[src/rtl/clk_div_gen_pkg.sv]
// Shared defaults and controller state type for the clk_div_gen divider family.
package clk_div_pkg;

    localparam int unsigned DEF_NUM_CH = 3;
    localparam int unsigned DEF_CNT_W  = 8;
    localparam int unsigned DEF_PH_W   = 6;

    // ch0 (ser) = 16, ch1 (enc) = 8, ch2 (fsm) = 2; ch0 occupies the LSBs
    localparam logic [DEF_NUM_CH*DEF_CNT_W-1:0] DEF_HALF_RST = {8'd2, 8'd8, 8'd16};

    typedef enum logic {
        RUN  = 1'b0,
        PEND = 1'b1
    } chan_state_e;

endpackage

[src/rtl/clk_div_gen_if.sv]
// Configuration port of clk_div_gen: per-channel half-period/stretch load with busy/error status.
interface clk_div_gen_if #(
    parameter int unsigned NUM_CH = 3,
    parameter int unsigned CNT_W  = 8,
    parameter int unsigned PH_W   = 6
);
    logic [NUM_CH*CNT_W-1:0] cfg_half;
    logic [NUM_CH*PH_W-1:0]  cfg_per;
    logic                    cfg_load;
    logic                    cfg_busy;
    logic                    cfg_err;

    modport master (output cfg_half, cfg_per, cfg_load, input cfg_busy, cfg_err);
    modport slave  (input cfg_half, cfg_per, cfg_load, output cfg_busy, cfg_err);
endinterface

[src/rtl/clk_div_gen_chan.sv]
// One divided-clock channel: half-period counter plus RUN/PEND handover of shadow config.
// Fractional stretch (phase counter) is compiled in only with CLK_DIV_GEN_FRAC_EN.
module clk_div_chan
    import clk_div_pkg::*;
#(
    parameter int unsigned      CNT_W = DEF_CNT_W,
`ifdef CLK_DIV_GEN_FRAC_EN
    parameter int unsigned      PH_W  = DEF_PH_W,
`endif
    parameter logic [CNT_W-1:0] DEF_H = '0
) (
    input  logic             local_clk,
    input  logic             rst,
    input  logic             i_load,
    input  logic [CNT_W-1:0] i_half,
`ifdef CLK_DIV_GEN_FRAC_EN
    input  logic [PH_W-1:0]  i_per,
`endif
    output logic             o_clk,
    output logic             o_tick,
    output logic             o_pend
);

    chan_state_e      r_state;
    chan_state_e      w_state_nxt;
    logic [CNT_W-1:0] r_cnt;
    logic [CNT_W-1:0] r_act_h;
    logic [CNT_W-1:0] r_sh_h;
    logic             r_clk;
    logic             r_tick;
    logic [CNT_W:0]   w_len;
    logic             w_end;
    logic             w_apply;

`ifdef CLK_DIV_GEN_FRAC_EN
    logic [PH_W-1:0]  r_phase;
    logic [PH_W-1:0]  r_act_p;
    logic [PH_W-1:0]  r_sh_p;
    logic             w_stretch;

    assign w_stretch = (r_act_p != '0) && (r_phase == r_act_p - PH_W'(1));
    assign w_len     = {1'b0, r_act_h} + {{CNT_W{1'b0}}, w_stretch};
`else
    assign w_len     = {1'b0, r_act_h};
`endif

    // w_len is at least 1 whenever r_act_h is nonzero, so the subtraction cannot wrap
    assign w_end   = (r_act_h != '0) && ({1'b0, r_cnt} == w_len - (CNT_W+1)'(1));
    assign w_apply = (r_state == PEND) &&
                     ((w_end && r_clk) || (!r_clk && (r_act_h == '0)));

    always_comb begin
        w_state_nxt = r_state;
        case (r_state)
            RUN:     if (i_load)  w_state_nxt = PEND;
            PEND:    if (w_apply) w_state_nxt = RUN;
            default: w_state_nxt = RUN;
        endcase
    end

    always_ff @(posedge local_clk or negedge rst) begin
        if (!rst) begin
            r_state <= RUN;
            r_cnt   <= '0;
            r_act_h <= DEF_H;
            r_sh_h  <= '0;
            r_clk   <= 1'b0;
            r_tick  <= 1'b0;
`ifdef CLK_DIV_GEN_FRAC_EN
            r_phase <= '0;
            r_act_p <= '0;
            r_sh_p  <= '0;
`endif
        end else begin
            r_state <= w_state_nxt;
            r_tick  <= 1'b0;
            if (i_load) begin
                r_sh_h <= i_half;
`ifdef CLK_DIV_GEN_FRAC_EN
                r_sh_p <= i_per;
`endif
            end
            // Handover lands on a falling toggle, so the new H starts a fresh low half-period
            if (w_apply) begin
                r_act_h <= r_sh_h;
                r_cnt   <= '0;
                r_clk   <= 1'b0;
`ifdef CLK_DIV_GEN_FRAC_EN
                r_act_p <= r_sh_p;
                r_phase <= '0;
`endif
            end else if (r_act_h == '0) begin
                r_cnt   <= '0;
                r_clk   <= 1'b0;
`ifdef CLK_DIV_GEN_FRAC_EN
                r_phase <= '0;
`endif
            end else if (w_end) begin
                r_cnt   <= '0;
                r_clk   <= ~r_clk;
                r_tick  <= ~r_clk;
`ifdef CLK_DIV_GEN_FRAC_EN
                if (r_act_p == '0) r_phase <= '0;
                else if (w_stretch) r_phase <= '0;
                else r_phase <= r_phase + PH_W'(1);
`endif
            end else begin
                r_cnt <= r_cnt + CNT_W'(1);
            end
        end
    end

    assign o_clk  = r_clk;
    assign o_tick = r_tick;
    assign o_pend = (r_state == PEND);

endmodule

[src/rtl/clk_div_gen.sv]
// Multi-channel clock divider: NUM_CH clk_div_chan instances plus shared cfg_busy/cfg_err.
// Define CLK_DIV_GEN_FRAC_EN to enable per-channel fractional half-period stretch.
module clk_div_gen
    import clk_div_pkg::*;
#(
    parameter int unsigned             NUM_CH   = DEF_NUM_CH,
    parameter int unsigned             CNT_W    = DEF_CNT_W,
    parameter int unsigned             PH_W     = DEF_PH_W,
    parameter logic [NUM_CH*CNT_W-1:0] DEF_HALF = DEF_HALF_RST
) (
    input  logic              local_clk,
    input  logic              rst,
    clk_div_gen_if.slave      cfg,
    output logic [NUM_CH-1:0] clk_out,
    output logic [NUM_CH-1:0] tick_rise
);

    logic [NUM_CH-1:0] w_pend;
    logic              w_accept;
    logic              r_busy;
    logic              r_err;

    assign w_accept = cfg.cfg_load && !r_busy;

    for (genvar g = 0; g < NUM_CH; g++) begin : g_ch
        clk_div_chan #(
            .CNT_W (CNT_W),
`ifdef CLK_DIV_GEN_FRAC_EN
            .PH_W  (PH_W),
`endif
            .DEF_H (DEF_HALF[g*CNT_W +: CNT_W])
        ) u_chan (
            .local_clk (local_clk),
            .rst       (rst),
            .i_load    (w_accept),
            .i_half    (cfg.cfg_half[g*CNT_W +: CNT_W]),
`ifdef CLK_DIV_GEN_FRAC_EN
            .i_per     (cfg.cfg_per[g*PH_W +: PH_W]),
`endif
            .o_clk     (clk_out[g]),
            .o_tick    (tick_rise[g]),
            .o_pend    (w_pend[g])
        );
    end

    // Busy uses the pre-edge pending flags, so it drops one cycle after the last handover
    always_ff @(posedge local_clk or negedge rst) begin
        if (!rst) begin
            r_busy <= 1'b0;
            r_err  <= 1'b0;
        end else begin
            r_busy <= w_accept || (|w_pend);
            r_err  <= cfg.cfg_load && r_busy;
        end
    end

    assign cfg.cfg_busy = r_busy;
    assign cfg.cfg_err  = r_err;

endmodule

[src/flat_wrapper.sv]
// flat-port wrapper written by rule: the top's interface ports become plain ports
module clk_div_gen_flat import clk_div_pkg::*;
#(
    parameter int unsigned             NUM_CH   = DEF_NUM_CH,
    parameter int unsigned             CNT_W    = DEF_CNT_W,
    parameter int unsigned             PH_W     = DEF_PH_W,
    parameter logic [NUM_CH*CNT_W-1:0] DEF_HALF = DEF_HALF_RST
)
  (local_clk, rst, clk_out, tick_rise, cfg_cfg_half, cfg_cfg_per, cfg_cfg_load, cfg_cfg_busy, cfg_cfg_err);
  clk_div_gen_if #(.NUM_CH(NUM_CH), .CNT_W(CNT_W), .PH_W(PH_W)) cfg_i ();
  input  logic local_clk;
  input  logic rst;
  output logic [NUM_CH-1:0] clk_out;
  output logic [NUM_CH-1:0] tick_rise;
  input wire logic [$bits(cfg_i.cfg_half)-1:0] cfg_cfg_half;
  input wire logic [$bits(cfg_i.cfg_per)-1:0] cfg_cfg_per;
  input wire logic [$bits(cfg_i.cfg_load)-1:0] cfg_cfg_load;
  output wire logic [$bits(cfg_i.cfg_busy)-1:0] cfg_cfg_busy;
  output wire logic [$bits(cfg_i.cfg_err)-1:0] cfg_cfg_err;
  assign cfg_i.cfg_half = cfg_cfg_half;
  assign cfg_i.cfg_per = cfg_cfg_per;
  assign cfg_i.cfg_load = cfg_cfg_load;
  assign cfg_cfg_busy = cfg_i.cfg_busy;
  assign cfg_cfg_err = cfg_i.cfg_err;
  clk_div_gen #(.NUM_CH(NUM_CH), .CNT_W(CNT_W), .PH_W(PH_W), .DEF_HALF(DEF_HALF)) u_core (.local_clk(local_clk), .rst(rst), .cfg(cfg_i), .clk_out(clk_out), .tick_rise(tick_rise));
endmodule
[config.mk]
export PLATFORM = sky130hd
export DESIGN_NAME = clk_div_gen_flat
export DESIGN_NICKNAME = d
export VERILOG_FILES = /design/src/rtl/clk_div_gen_pkg.sv /design/src/rtl/clk_div_gen_if.sv /design/src/rtl/clk_div_gen_chan.sv /design/src/rtl/clk_div_gen.sv /design/src/flat_wrapper.sv
export SDC_FILE = /design/constraint.sdc
export NUM_CORES = 1
export LEC_CHECK = 0
export ABC_AREA = 1
export CORE_MARGIN = 5
export CORE_UTILIZATION = 30
export DETAILED_ROUTE_END_ITERATION = 7
export HOLD_SLACK_MARGIN = 0.02
export MAX_ROUTING_LAYER = met4
export PLACE_DENSITY = 0.49
export SLEW_MARGIN = 30
export SYNTH_ARGS = -nofsm -noshare
export SYNTH_HDL_FRONTEND = slang
export SYNTH_HIERARCHICAL = 1
export SYNTH_SLANG_ARGS = --single-unit
export TNS_END_PERCENT = 50
[constraint.sdc]
create_clock -name local_clk -period 2.1 [get_ports local_clk]
set_input_delay 0.21 -clock local_clk [delete_from_list [all_inputs] [get_ports local_clk]]
set_output_delay 0.21 -clock local_clk [all_outputs]
set_load 0.05 [all_outputs]
==> out/metrics.cfg, run 1 <==
[floorplanning]
die_y_um = 132
coreArea_um2 = 14600
die_w_um = 132
start_util_pct = 30.8
rows = 44
die-area_um2 = 17500
io_pins = 53

[global_routing]
grt_pass1_wl_mm = 16.1
grt_pass1_vias = 3325
grt_max_degree = 45
gr-total-overflow = 0
antenna_found_initial = 0
track_usage_pct = 11.5

[place]
placed_area_um2 = 5060
place.gp.congestion = 0.833
dp_cells = 742
io_buffers = 34
dp_hpwl_mm = 6.84

[timing]
finalHoldViolations = 0
relSlewSlack_pct = 63.9
fin_crit_sh_pct = 90.8
fin_setup_tns_ns = 0
slew_violations = 0
fmax_ghz = 0.524
min_period_ns = 1.91
setup_viol = 0
tightestPinTransition_ns = 0.541
rsz0062_at_grt = false
fin_skew_ns = 0.00809

[logic_synthesis]
synth_fp_nets = 578
netlist_area_um2 = 4490
synthTopCellsByArea = dfrtp_1, nand2_1, mux2_2
synthCells = 524
yosys.area.top_type = dfrtp_1
avgSynthCellArea_um2 = 8.57
ys_seq_area_share_pct = 46.3
yosys_warnings = 6
ys_types = 30
ys_seq_elements = 83
synth_top_area_share_pct = 44.6

[clocking]
cts_root_buf = clkbuf_16
cts_htree_levels = 3
cts.sinks = 83
cts_tree = built
worstSkewPairLatency_ns = 0.34
cts.clk_slew.worst_paths_ns = 0.07
ctsLongestPathBuffers = 2
numCtsBuffers = 9

[flow_run]
cap_violations = 0

[routing]
drt_iter0_markers = 97
drc = 0
postRouteAntennaNets = 0
wl_per_cell_um = 12.3
routed_wl_mm = 9.39
dr.pass1.iters = 6
viasPerCell = 4.35
vias = 3329

[layout]
mostFrequentLayoutCells = nand2_1, dfrtp_1, inv_1, nor2_1, nand3_1
area_delta_synth_final_pct = 22.1
layout.nets = 630
final_common_cell = nand2_1
regArea_um2 = 2080
final_area_um2 = 5480
final_layout_size_suffix_gt1_share_pct = 18.9
multiInputGateArea_um2 = 2190
final_cells = 765
fillers = 1470
antennaDiodeCount = 0

[power_and_ir_drop]
leakagePower_nw = 2.65
irDropWorstVdd_mv = 0.490
power.density_nw_per_um2 = 1520

[setup_path]
path_cells = nor2_2 -> inv_2 -> nor2_2 -> nand3_2 -> nand2_2 -> nand2_2 -> nor2_4 -> nand2_8 -> nand2_1 -> nand2_1
setup.worst_path.class = flip-flop to flip-flop
critPathLaunchType = flip-flop
cp_max_fo = 10
ff2ff_path_depth = 10
slowest_stage = dfrtp_1
worst_setup_path_end_kind = flip-flop
worstPathRequired_ns = 2.34
worstPathArrival_ns = 2.15
crit_path_max_incr_delay_ns = 0.44

[outcome]
status = finished clean

[worst_hold_path]
hold_path_class = input pin to asynchronous set/reset pin

[area by class of cell]
cell class | count | share of cell area, %
Inverter | 63 | 4.31
Multi-Input combinational cell | 373 | 40.0
Timing Repair Buffer | 46 | 8.31
Clock buffer | 10 | 4.36
Sequential cell | 83 | 38.0
Clock inverter | 6 | 0.867
Tap cell | 184 | 4.20
[where the power goes]
| part | total (mW) | switching [mW] | internal (mW) |
|---|---|---|---|
| combinational | 3.94 | 2.31 | 1.63 |
| clock | 1.53 | 0.684 | 0.842 |
| sequential | 2.85 | 0.596 | 2.26 |
| total | 8.32 | 3.59 | 4.72 |
[critical path: cells and delay by family (launching register included)]
| family | cells | cell delay, ns |
|---|---|---|
| buffers and inverters | 1 | 0.05 |
| DFF | 1 | 0.44 |
| and+or+nand+nor | 9 | 1.31 |
[synthesized netlist by cell type (all sizes together)]
cell type  instances
nand2            156
dfrtp             80
nor2              73
inv               63
nand3             51
mux2              24
xnor2             17
xor2              14
nor3              11
ha                 9
a21oi              5
buf                3
clkbuf             3
dfstp              3
o21ai              3
o21bai             3
nand3b             2
nor4               2
a31oi              1
nand4              1
[stage by stage]
step	worst slack, ns	utilization (%)	total power, mW	hold slack (ns)
floorplan	0.347	-	5.74	-0.0856
global placement	0.128	34.7	6.51	0.229
detailed placement	0.140	34.7	6.57	0.237
CTS	0.129	36.7	8.15	0.406
global route	0.00733	37.6	9.09	0.457
finish	0.193	37.6	8.32	0.392
[metal layers]
metal	vias up	global-route usage, %	wire length [um]
met2	34	17.3	4340
met1	1537	15.2	4690
met5	-	-	0
li1	1747	-	-
met4	0	5.09	159
met3	11	2.02	190
[registers in the layout, indices dropped and copies added, names as in the netlist]
register,count
u_core/g_ch.u_chan/r_cnt,24
u_core/g_ch.u_chan/o_tick,3
u_core/g_ch.u_chan/o_clk,3
u_core/g_ch.u_chan/r_act_h,24
u_core/g_ch.u_chan/r_sh_h,24
u_core/cfg.cfg_err,1
u_core/cfg.cfg_busy,1
u_core/g_ch.u_chan/o_pend,3
[cells by family after synthesis]
| kind of cell | after synthesis | share of synthesized area, % |
|---|---|---|
| mux | 24 | 6.02 |
| compound gates | 12 | 1.87 |
| simple gates | 296 | 30.8 |
| fa+ha+maj | 9 | 2.51 |
| buf+inv | 69 | 6.44 |
| xor+xnor | 31 | 6.05 |
| flops | 83 | 46.3 |
[path summary, 6_finish.rpt]
kind | start | endpoint | slack (ns)
worst max register to register | u_core/g_ch[2].u_chan/r_act_h[4]$_DFFE_PN0N_ | u_core/g_ch[2].u_chan/r_act_h[3]$_DFFE_PN0N_ | 0.19
worst min register to register | u_core/g_ch[2].u_chan/r_act_h[1]$_DFFE_PN1N_ | u_core/g_ch[2].u_chan/r_act_h[1]$_DFFE_PN1N_ | 0.48
worst max-delay path | u_core/g_ch[2].u_chan/r_act_h[4]$_DFFE_PN0N_ | u_core/g_ch[2].u_chan/r_act_h[3]$_DFFE_PN0N_ | 0.19
min in group local_clk | cfg_cfg_load | u_core/cfg.cfg_err$_DFF_PN0_ | 0.44
worst min-delay path | rst | u_core/g_ch[1].u_chan/r_sh_h[6]$_DFFE_PN0P_ | 0.39
max in group asynchronous | rst | u_core/g_ch[0].u_chan/r_act_h[4]$_DFFE_PN1N_ | 1.02
[what timing repair did]
action | in CTS | in global routing
endpoints found under the setup margin | 0 | 29
setup buffers | 0 | 5
endpoints found under the hold margin | 38 | 0
resized for setup | 0 | 10
hold buffers | 1 | 0
(Power assumes the default switching activity.)
==> run 2: changes to the inputs <==
Settings changed: CORE_MARGIN 5 to 2.
==> out/metrics.cfg, run 2 (synthesized netlist as in run 1, its figures left out) <==
[routing]
wl_per_cell_um = 12.4  ; was 12.3 um
drt_iter0_markers = 123  ; was 97
drc = 0  ; unchanged
vias = 3429  ; was 3329
postRouteAntennaNets = 0  ; unchanged
dr.pass1.iters = 5  ; was 6
viasPerCell = 4.45  ; was 4.35
routed_wl_mm = 9.58  ; was 9.39 mm

[timing]
setup_viol = 0  ; unchanged
fin_setup_tns_ns = 0  ; unchanged
slew_violations = 0  ; unchanged
tightestPinTransition_ns = 0.516  ; was 0.541 ns
holdWs_ns = 0.320  ; was 0.392 ns
rsz0062_at_grt = false  ; unchanged
fin_crit_sh_pct = 95.1  ; was 90.8%
finalHoldViolations = 0  ; unchanged
fin_ws_ns = 0.103  ; was 0.193 ns
relSlewSlack_pct = 65.3  ; was 63.9%
min_period_ns = 2.00  ; was 1.91 ns
fmax_ghz = 0.501  ; was 0.524 GHz
fin_skew_ns = 0.00920  ; was 0.00809 ns

[setup_path]
slowest_stage = dfstp_2  ; was dfrtp_1
worst_setup_path_end_kind = flip-flop  ; unchanged
timing.rr.start = u_core/g_ch[2].u_chan/r_act_h[1]$_DFFE_PN1N_  ; was u_core/g_ch[2].u_chan/r_act_h[4]$_DFFE_PN0N_
crit_path_max_incr_delay_ns = 0.55  ; was 0.44 ns
path_cells = inv_1 -> ha_4 -> xnor2_1 -> nor2_1 -> nand3_1 -> nor2_2 -> nand3_4 -> nand2_8 -> buf_4 -> nand3_1 -> nand2_1  ; was nor2_2 -> inv_2 -> nor2_2 -> nand3_2 -> nand2_2 -> nand2_2 -> nor2_4 -> nand2_8 -> nand2_1 -> nand2_1
cp-startpoint = u_core/g_ch[2].u_chan/r_act_h[1]$_DFFE_PN1N_  ; was u_core/g_ch[2].u_chan/r_act_h[4]$_DFFE_PN0N_
cp_max_fo = 8  ; was 10
worstPathRequired_ns = 2.39  ; was 2.34 ns
worstPathArrival_ns = 2.29  ; was 2.15 ns
critPathMostFrequentCell = nand3_1
setup.worst_path.class = flip-flop to flip-flop  ; unchanged
critPathLaunchType = flip-flop  ; unchanged

[floorplanning]
die_y_um = 126  ; was 132 um
coreArea_um2 = 14600  ; unchanged
die-area_um2 = 16000  ; was 17500 um2
die_w_um = 126  ; was 132 um
rows = 44  ; unchanged
start_util_pct = 30.8  ; unchanged
io_pins = 53  ; unchanged

[layout]
finish.utilization_pct = 37.7  ; was 37.6%
final_common_cell = nand2_1  ; unchanged
reg_top3 = u_core/g_ch.u_chan/r_act_h x24, u_core/g_ch.u_chan/r_cnt x24, u_core/g_ch.u_chan/r_sh_h x24  ; unchanged
mostFrequentLayoutCells = nand2_1, dfrtp_1, inv_1, nor2_1, nand3_1  ; unchanged
final_area_um2 = 5490  ; was 5480 um2
antennaDiodeCount = 0  ; unchanged
layout.nets = 636  ; was 630
area_delta_synth_final_pct = 22.4  ; was 22.1%
final_layout_size_suffix_gt1_share_pct = 19.4  ; was 18.9%

[power_and_ir_drop]
power.density_nw_per_um2 = 1510  ; was 1520 nW/um2
irDropWorstVdd_mv = 0.629  ; was 0.490 mV
leakagePower_nw = 2.68  ; was 2.65 nW

[clocking]
ctsLongestPathBuffers = 2  ; unchanged
cts_tree = built  ; unchanged
cts.clk_slew.worst_paths_ns = 0.07  ; about the same
cts_root_buf = clkbuf_16  ; unchanged
cts_htree_levels = 3  ; unchanged
cts.sinks = 83  ; unchanged
worstSkewPairLatency_ns = 0.35  ; was 0.34 ns
numCtsBuffers = 9  ; unchanged

[global_routing]
grt_max_degree = 35  ; was 45
grt_pass1_vias = 3345  ; was 3325
gr-total-overflow = 0  ; unchanged
grt_pass1_wl_mm = 16.0  ; was 16.1 mm
track_usage_pct = 12.9  ; was 11.5%
antenna_found_initial = 0  ; unchanged

[outcome]
status = finished clean  ; unchanged

[place]
placed_area_um2 = 5080  ; was 5060 um2
dp_hpwl_mm = 6.94  ; was 6.84 mm
dp_slack_ns = 0.0852  ; was 0.140 ns
place.gp.congestion = 0.846  ; was 0.833
io_buffers = 34  ; unchanged

[flow_run]
cap_violations = 0  ; unchanged

[worst_hold_path]
hold_path_class = input pin to asynchronous set/reset pin  ; unchanged

## run 2: changes by cell type in the layout (fill, tap and decap cells not counted), sizes merged
cell and delta:
buf +6, clkbuf -1, clkinv +3, clkinvlp -2
## run 2: final timing paths
path	endpoint	slack (ns)	cells after the start
setup / recovery	u_core/g_ch[2].u_chan/r_act_h[4]$_DFFE_PN0N_	0.10	11
hold / removal	u_core/g_ch[2].u_chan/r_act_h[4]$_DFFE_PN0N_	0.32	2
setup reg to reg	u_core/g_ch[2].u_chan/r_act_h[4]$_DFFE_PN0N_	0.10	11
hold reg to reg	u_core/g_ch[2].u_chan/r_act_h[1]$_DFFE_PN1N_	0.49	2
max in group asynchronous	u_core/g_ch[1].u_chan/r_act_h[3]$_DFFE_PN1N_	1.10	3
min in group local_clk	u_core/cfg.cfg_err$_DFF_PN0_	0.43	3
## run 2: cell type report
type | instances | area, um2
clock inverter | 7 | 51.3
fill | 1501 | 9090
sequential | 83 | 2080
inverter | 63 | 236
timing repair buffer | 52 | 488
tap | 184 | 230
clock buffer | 9 | 225
multi-input combinational | 373 | 2180
## run 2: report_power, final
| group | leakage, nW | total [mW] | switching (mW) | internal (mW) |
|---|---|---|---|---|
| Clock | 0.132 | 1.49 | 0.688 | 0.807 |
| Sequential | 1.05 | 2.87 | 0.615 | 2.26 |
| Combinational | 1.50 | 3.96 | 2.32 | 1.64 |
## run 2: layer usage
layer / wire length [um] / GRT usage, %
met5: 0 / -
met4: 197 / 6.01
met3: 228 / 2.19
met2: 4510 / 20.2
met1: 4650 / 16.4
## run 2: per-stage QoR
stage               power (mW)  instances
floorplan                 5.74        524
global placement          6.53        745
detailed placement        6.62        745
CTS                       8.18        762
global route              9.08        771
finish                    8.32        771
## run 2: repair_timing
action                                  CTS  global route
hold buffers                              1             0
gates resized for setup                   0             7
hold endpoints to repair                 24             0
endpoints found under the setup margin    0            21
buffers inserted                          0             8
## run 2: worst max-delay path: cells and delay by family (launching register included)
| family | cells | cell delay [ns] |
|---|---|---|
| and+or+nand+nor | 7 | 0.83 |
| xor gates and xnor gates | 1 | 0.12 |
| adders and majority gates | 1 | 0.23 |
| DFF | 1 | 0.55 |
| buffers and inverters | 2 | 0.21 |
==> run 3: changes to the inputs <==
Settings changed: DONT_BUFFER_PORTS from default to 1, PLACE_DENSITY 0.49 to 0.45.
==> out/metrics.cfg, run 3 (synthesized netlist as in run 1, its figures left out) <==
[layout]
final_layout_size_suffix_gt1_share_pct = 20.1  ; was 19.4%
antennaDiodeCount = 0  ; unchanged
area_delta_synth_final_pct = 20.6  ; was 22.4%
layout.nets = 631  ; was 636
finish.utilization_pct = 37.1  ; was 37.7%
reg_top3 = u_core/g_ch.u_chan/r_act_h x24, u_core/g_ch.u_chan/r_cnt x24, u_core/g_ch.u_chan/r_sh_h x24  ; unchanged
final_common_cell = nand2_1  ; unchanged
final_cells = 766  ; was 771
mostFrequentLayoutCells = nand2_1, dfrtp_1, inv_1, nor2_1, nand3_1  ; unchanged

[global_routing]
groute.layer.met2.usage_pct = 19.3  ; was 20.2%
grt_max_degree = 84  ; was 35
antenna_found_initial = 0  ; unchanged
grt.met1_usage_pct = 16.7  ; was 16.4%
grt_pass1_vias = 3317  ; was 3345
gr-total-overflow = 0  ; unchanged
use_met3_pct = 3.04  ; was 2.19%
grt_pass1_wl_mm = 15.9  ; was 16.0 mm
track_usage_pct = 12.8  ; was 12.9%
top_usage_layer = met2  ; unchanged

[power_and_ir_drop]
leakagePower_nw = 2.69  ; was 2.68 nW
power.density_nw_per_um2 = 1530  ; was 1510 nW/um2
p_total_mw = 8.26  ; was 8.32 mW
irDropWorstVdd_mv = 0.568  ; was 0.629 mV

[clocking]
worstSkewPairLatency_ns = 0.35  ; about the same
cts_tree = built  ; unchanged
cts.sinks = 83  ; unchanged
numCtsBuffers = 9  ; unchanged
cts_root_buf = clkbuf_16  ; unchanged
cts.clk_slew.worst_paths_ns = 0.07  ; about the same
hold_buffers = 25  ; was 1
ctsLongestPathBuffers = 2  ; unchanged
cts_htree_levels = 3  ; unchanged

[routing]
routed_wl_mm = 9.39  ; was 9.58 mm
vias = 3366  ; was 3429
postRouteAntennaNets = 0  ; unchanged
drc = 0  ; unchanged
drt_iter0_markers = 197  ; was 123
dr.pass1.iters = 4  ; was 5
wl_per_cell_um = 12.3  ; was 12.4 um
viasPerCell = 4.39  ; was 4.45

[setup_path]
setup.worst_path.class = flip-flop to flip-flop  ; unchanged
timing.rr.start = u_core/g_ch[2].u_chan/r_act_h[1]$_DFFE_PN1N_  ; unchanged
critPathLaunchType = flip-flop  ; unchanged
worst_setup_path_end_kind = flip-flop  ; unchanged
ff2ff_path_depth = 11  ; unchanged
cp-startpoint = u_core/g_ch[2].u_chan/r_act_h[1]$_DFFE_PN1N_  ; unchanged
worstPathArrival_ns = 2.22  ; was 2.29 ns
r2r-end = u_core/g_ch[2].u_chan/r_act_h[5]$_DFFE_PN0N_  ; was u_core/g_ch[2].u_chan/r_act_h[4]$_DFFE_PN0N_
cp_max_fo = 8  ; unchanged
worstPathRequired_ns = 2.38  ; was 2.39 ns
rrSetupSlack_ns = 0.16  ; was 0.10 ns

[outcome]
status = finished with violations  ; was finished clean
violations = negative hold slack

[floorplanning]
die-area_um2 = 16000  ; unchanged
coreArea_um2 = 14600  ; unchanged
rows = 44  ; unchanged
die_w_um = 126  ; unchanged
die_y_um = 126  ; unchanged
start_util_pct = 30.8  ; unchanged
io_pins = 53  ; unchanged

[place]
dp_cells = 709  ; was 745
io_buffers = 0  ; was 34
dp_hpwl_mm = 6.55  ; was 6.94 mm
place.gp.congestion = 0.832  ; was 0.846

[timing]
tightestPinTransition_ns = 0.451  ; was 0.516 ns
fin_skew_ns = 0.00812  ; was 0.00920 ns
relSlewSlack_pct = 69.6  ; was 65.3%
min_period_ns = 1.94  ; was 2.00 ns
fin_crit_sh_pct = 92.4  ; was 95.1%
setup_viol = 0  ; unchanged
fmax_ghz = 0.516  ; was 0.501 GHz
slew_violations = 0  ; unchanged
holdWs_ns = -0.442  ; was 0.320 ns
finalHoldViolations = 83  ; was 0

[flow_run]
cap_violations = 0  ; unchanged

[worst_hold_path]
hold_path_class = input pin to asynchronous set/reset pin  ; unchanged

-- run 3: per-layer routing --
| metal | routed length (um) | share of wire [%] |
|---|---|---|
| met1 | 4570 | 49 |
| met2 | 4310 | 46 |
| met3 | 301 | 3.2 |
| met4 | 215 | 2.3 |
| met5 | 0 | 0 |
-- run 3: where the power goes --
part	internal [mW]	total [mW]	switching [mW]
clock network	0.801	1.46	0.662
registers	2.26	2.88	0.623
logic	1.68	3.92	2.25
-- run 3: worst max-delay path by stage --
stage	slack [ns]	end	cells past startpoint
2_1_floorplan	0.35	u_core/g_ch[2].u_chan/o_clk$_DFFE_PN0P_	10
5_1_grt	-0.02	u_core/g_ch[0].u_chan/r_act_h[2]$_DFFE_PN0N_	13
4_1_cts	0.09	u_core/g_ch[2].u_chan/r_act_h[7]$_DFFE_PN0N_	11
3_3_place_gp	0.15	u_core/g_ch[2].u_chan/r_act_h[3]$_DFFE_PN0N_	11
6_report	0.16	u_core/g_ch[2].u_chan/r_act_h[5]$_DFFE_PN0N_	11
3_5_place_dp	0.10	u_core/g_ch[2].u_chan/r_act_h[7]$_DFFE_PN0N_	11
-- run 3: timing repair --
action                                  4_1_cts  5_1_grt
gates resized for setup                       0        5
endpoints found under the setup margin        0       28
hold endpoints to repair                    109       83
buffers inserted                              0       15
-- run 3: worst max-delay path: stages, from the launching register on --
cell and delay (ns):
dfstp_2 0.54, inv_1 0.07, ha_2 0.26, xnor2_1 0.12, nor2_1 0.11, nand3_1 0.09, nor2_1 0.13, nand3_2 0.12
nand2_4 0.16, buf_4 0.13, nand3_1 0.06, nand2_1 0.08
-- run 3: final cells by class --
class | instances | area [um2]
Timing Repair Buffer | 47 | 440
Clock inverter | 6 | 40.0
Clock buffer | 10 | 229
Multi-Input combinational cell | 373 | 2160
Fill cell | 1486 | 9180
Tap cell | 184 | 230
Sequential cell | 83 | 2080
Inverter | 63 | 236
-- run 3: through the flow --
step / setup slack, ns / setup TNS, ns / area, um2 / hold WS, ns
finish: 0.160 / 0 / 5410 / -0.442
global route: -0.0160 / -0.0664 / 5410 / -0.467
CTS: 0.0885 / 0 / 5250 / -0.459
detailed placement: 0.102 / 0 / 4730 / -0.0824
global placement: 0.148 / 0 / 4730 / -0.0828
floorplan: 0.347 / 0 / 4490 / -0.0856
